<file path="src/rtl/ring_arbiter.sv">
`default_nettype none
// ============================================================================
//  Module      : ring_arbiter
//  Description : N-way round-robin arbiter with a one-hot ring-counter
//                priority pointer, a bounded hold time per ownership and a
//                mandatory two-cycle zero-grant gap between ownerships.
//  Revision    : 1.0 - initial release
// ============================================================================
module ring_arbiter #(
  parameter int N        = 4,
  parameter int MAX_HOLD = 8
) (
  input  logic         clk,
  input  logic         reset_ah_in,
  input  logic [N-1:0] req_in,
  output logic [N-1:0] grant_out,
  output logic [N-1:0] ptr_out,
  output logic         busy_out,
  output logic         timeout_out
);

  // Hold counter is sized to reach MAX_HOLD exactly, so it never wraps.
  localparam int              CW         = $clog2(MAX_HOLD + 1);
  localparam logic [CW-1:0]   c_HOLD_MAX = CW'(MAX_HOLD);
  localparam logic [CW-1:0]   c_HOLD_ONE = CW'(1);
  localparam logic [N-1:0]    c_PTR_RST  = N'(1);
  localparam logic [2*N-1:0]  c_DBL_ONE  = (2 * N)'(1);

  typedef enum logic [1:0] {
    S_IDLE = 2'd0,
    S_OWN  = 2'd1,
    S_GAP  = 2'd2
  } state_t;

  state_t          r_state;
  logic [N-1:0]    r_grant;
  logic [N-1:0]    r_ptr;
  logic [CW-1:0]   r_hold;
  logic            r_timeout;

  logic [2*N-1:0]  w_masked;
  logic [2*N-1:0]  w_lowest;
  logic [N-1:0]    w_winner;
  logic [N-1:0]    w_winner_rot;
  logic            w_owner_req;

  // Cyclic priority search: the lower copy keeps only requests at or above
  // the pointer position, the upper copy holds all requests so the search
  // wraps to bit 0 when nothing at or above the pointer is asking.
  assign w_masked     = {req_in, req_in & ~(r_ptr - c_PTR_RST)};
  assign w_lowest     = w_masked & (~w_masked + c_DBL_ONE);
  assign w_winner     = w_lowest[N-1:0] | w_lowest[2*N-1:N];
  assign w_winner_rot = {w_winner[N-2:0], w_winner[N-1]};

  // The owner still requesting (grant is one-hot in OWN).
  assign w_owner_req  = |(req_in & r_grant);

  // Arbitration FSM with all outputs registered; reset clears grant at once.
  always_ff @(posedge clk or posedge reset_ah_in) begin
    if (reset_ah_in) begin
      r_state   <= S_IDLE;
      r_grant   <= '0;
      r_ptr     <= c_PTR_RST;
      r_hold    <= '0;
      r_timeout <= 1'b0;
    end else begin
      case (r_state)
        S_IDLE: begin
          r_timeout <= 1'b0;
          if (|req_in) begin
            r_grant <= w_winner;
            r_ptr   <= w_winner_rot;
            r_hold  <= c_HOLD_ONE;
            r_state <= S_OWN;
          end
        end

        S_OWN: begin
          if (!w_owner_req) begin
            // Voluntary release.
            r_grant   <= '0;
            r_hold    <= '0;
            r_timeout <= 1'b0;
            r_state   <= S_GAP;
          end else if (r_hold == c_HOLD_MAX) begin
            // Forced release after MAX_HOLD grant cycles.
            r_grant   <= '0;
            r_hold    <= '0;
            r_timeout <= 1'b1;
            r_state   <= S_GAP;
          end else begin
            r_hold    <= r_hold + c_HOLD_ONE;
            r_timeout <= 1'b0;
          end
        end

        S_GAP: begin
          r_timeout <= 1'b0;
          r_state   <= S_IDLE;
        end

        default: begin
          r_grant   <= '0;
          r_hold    <= '0;
          r_timeout <= 1'b0;
          r_state   <= S_IDLE;
        end
      endcase
    end
  end

  assign grant_out   = r_grant;
  assign ptr_out     = r_ptr;
  assign busy_out    = (r_state == S_OWN);
  assign timeout_out = r_timeout;

endmodule
`default_nettype wire

</file>
<file path="config.mk">
export PLATFORM = sky130hd
export DESIGN_NAME = ring_arbiter
export DESIGN_NICKNAME = d
export VERILOG_FILES = /design/src/rtl/ring_arbiter.sv
export SDC_FILE = /design/constraint.sdc
export NUM_CORES = 1
export LEC_CHECK = 0
export BUFFER_PORTS_ARGS = -buffer_cell sky130_fd_sc_hd__buf_2
export CAP_MARGIN = 20
export CORE_UTILIZATION = 57
export DETAILED_ROUTE_END_ITERATION = 16
export PLACE_DENSITY_LB_ADDON = 0.2
export REMOVE_ABC_BUFFERS = 1
export SYNTH_ARGS = -nofsm -noshare
export SYNTH_HDL_FRONTEND = slang
export SYNTH_SLANG_ARGS = --single-unit
</file>
<file path="constraint.sdc">
create_clock -name clk -period 4.9 [get_ports clk]
set_input_delay 0.245 -clock clk [delete_from_list [all_inputs] [get_ports clk]]
set_output_delay 0.245 -clock clk [all_outputs]
set_load 0.02 [all_outputs]
</file>
==> impl_metrics.ini <==
[status]
outcome = finished, violations left
failed_checks = negative hold slack

[final_layout]
drive_above_1_share = 0.2617
final_area_um2 = 967.2
fill_cells = 109
num_antenna_cells = 0
fin_nets = 117
area_growth_pct = 13.68

[routing]
wl_per_cell_um = 14.89
ant_nets = 0
drc = 0
vias = 735
wl_mm = 1.817
drt_iter0_drc = 18
vias_per_cell = 6.025
drtPass1Iterations = 4

[logic_synthesis]
synth.distinct_cells = 39
synth_ff_type = dfrtp_1
syn_inst = 89
yosysWarnings = 0
synth_seq_area_share = 0.4426
yosysMostFrequentCell = dfrtp_1
syn_avg_cell_area_um2 = 9.560
synth-edff-count = 0
yosys_register_bits = 15
syn_area_um2 = 850.8
netlist.top_cell.by_area = dfrtp_1
synthTopCellsByArea = dfrtp_1 (41%), inv_1 (4.9%), ha_1 (4.4%)
synthArstFlopShare = 1.000
synth_common_cells = dfrtp_1 (14), inv_1 (11), nand2_1 (9)
yosysTopAreaCellShare = 0.4118

[power_and_ir_drop]
seq_power_share = 0.375
pwr-share-clk = 0.116
cellInternalPower_uw = 326.5
switchingPower_uw = 283.6
power.density_mw_per_mm2 = 630.8
swShare = 0.4649
combPwrFrac = 0.509
p_leak_uw = 0.0005147
vdd_drop_max_v = 0.0003518

[place]
dpl.hpwl_mm = 1.386
dpl_cell_area_um2 = 939.7
gp_congestion = 0.7704
io_buffers = 15

[clock_tree]
cts_tree = built
path_clk_slew_ps = 90
ctsResizeCount = 0
cts_inserted_buffers = 3
cts_sinks = 15
insertion_delay_ps = 280
clock_path_buffers = 2
cts-root-buf = clkbuf_4
postCtsHoldBufs = 0
htreeDepth = 1
cts_setup_buffers = 0

[die]
core_area_mm2 = 0.001350
io_pins = 16
die-area_mm2 = 0.001651
start_util = 0.6302
die_x_um = 40.64
dieHeight_um = 40.64
rows = 13

[setup_path]
cp_data_arrival_time_ps = 2070
worstSetupPathType = register to register
timing.rr.end = ptr_out[1]$_DFFE_PP0P_
critPathMaxStageDelay_ps = 610
end_kind = register
crit_path_start = ptr_out[0]$_DFFE_PP1P_
worstReg2RegStart = ptr_out[0]$_DFFE_PP1P_
slowest_stage = dfstp_2
rrSetupSlack_ps = 3010
crit_required_ps = 5090
path_cells = inv_1 -> ha_1 -> xor2_1 -> or2_2 -> a41o_1 -> a21o_2
crit_path_end = ptr_out[1]$_DFFE_PP0P_
crit_fanout = 9
cp-start-kind = register
reg2reg_depth = 6

[global_route]
grt_max_degree = 16
overflow = 0
antenna_found_initial = 0
grt_pass1_vias = 667
track_usage = 0.2612
grt_pass1_wl_mm = 2.780

[timing]
period_needed_ps = 1887
hold_ws_ps = -13.61
clock_skew_ps = 7.020
tns_ps = 0
period_share = 0.3850
hold_viol = 14
grt_setup_unrepaired = no
slew_headroom = 0.6336
setup_violations = 0
finalMaxSlewViolations = 0
worst_pin_slew_ps = 549.0
fmax_ghz = 0.5300

[job]
drv_cap = 0

[min_path]
hp-class = primary input to async pin
-- worst max-delay path: cells and delay by family, from the launching register on --
| family | cells | cell delay (ps) |
|---|---|---|
| flip-flops | 1 | 610 |
| AO/OA/AOI/OAI | 2 | 430 |
| XOR/XNOR | 1 | 170 |
| buffers and inverters | 1 | 60 |
| AND/OR/NAND/NOR | 1 | 310 |
| adder cells (fa/ha/maj) | 1 | 210 |
-- area by class of cell --
type	count	area (um2)	area share
clock buffers	3	22.52	0.02329
multi-input cells	62	427.9	0.4424
well taps	15	18.77	0.01940
clock inverters	1	5.005	0.005175
repair buffers	15	75.07	0.07762
flip-flops and latches	15	376.6	0.3894
inverters	11	41.29	0.04269
-- worst min path at each step --
| stage | startpoint | end | slack [ps] | cells after the start |
|---|---|---|---|---|
| 2_1_floorplan | reset_ah_in | grant_out[0]$_DFFE_PP0P_ | 150 | 1 |
| 3_3_place_gp | reset_ah_in | timeout_out$_DFF_PP0_ | 320 | 2 |
| 5_1_grt | reset_ah_in | grant_out[3]$_DFFE_PP0P_ | 50 | 2 |
| 4_1_cts | reset_ah_in | r_hold[1]$_DFFE_PP0P_ | 6 | 2 |
| 6_report | reset_ah_in | ptr_out[3]$_DFFE_PP0P_ | -10 | 2 |
| 3_5_place_dp | reset_ah_in | r_hold[1]$_DFFE_PP0P_ | 320 | 2 |
-- power by group through the flow --
stage | sequential, uW | combinational [uW] | clock, uW
floorplan | 251 | 198 | 0
global placement | 226 | 301 | 0
detailed placement | 230 | 309 | 0
CTS | 227 | 311 | 73.4
global route | 236 | 348 | 77.9
finish | 229 | 310 | 70.8
-- registers in the layout, indices dropped and copies added, names as in the netlist --
| name | flops |
|---|---|
| grant_out | 4 |
| ptr_out | 4 |
| r_hold | 4 |
| r_state | 2 |
| timeout_out | 1 |
-- metrics by stage --
step | total power [uW] | setup WS [ps] | std cells | utilization
floorplan | 448.6 | 3060 | 88 | -
global placement | 526.2 | 3070 | 118 | 0.6960
detailed placement | 539.1 | 3038 | 118 | 0.6960
CTS | 610.6 | 3023 | 122 | 0.7164
global route | 662.2 | 2880 | 122 | 0.7164
finish | 610.1 | 3013 | 122 | 0.7164
-- layer usage --
metal / global-route usage / part of all wire / wire (um)
met1: 0.3356 / 0.45 / 820
met2: 0.4127 / 0.48 / 878
met3: 0.03804 / 0.053 / 96
met4: 0.1583 / 0.012 / 21
met5: 0 / 0 / 0
-- cells by family after synthesis --
logic type                 count (synthesis)  synth area share
xor gates and xnor gates                   1           0.01030
DFF                                       15            0.4427
and+or+nand+nor                           31            0.2030
AOI/OAI and AO/OA                         27            0.2456
adders and majority gates                  3           0.04412
buffers and inverters                     12           0.05441
-- cells in the final DEF, fill, tap and decap left out, types with 2 or more instances in the layout --
master	Yosys	routed
clkbuf_4	0	3
a22o_1	2	2
o31ai_1	2	2
inv_1	11	11
a21oi_1	3	3
a21o_1	2	2
buf_2	0	15
nand2_1	9	9
nor3_1	2	2
o21ai_0	5	5
dfrtp_1	14	14
nor4_1	2	2
nor2_1	3	3
ha_1	3	3
and2_1	2	2
or2_2	2	2
nand2b_1	3	3
No activity file was read; power rests on OpenSTA's default activity.
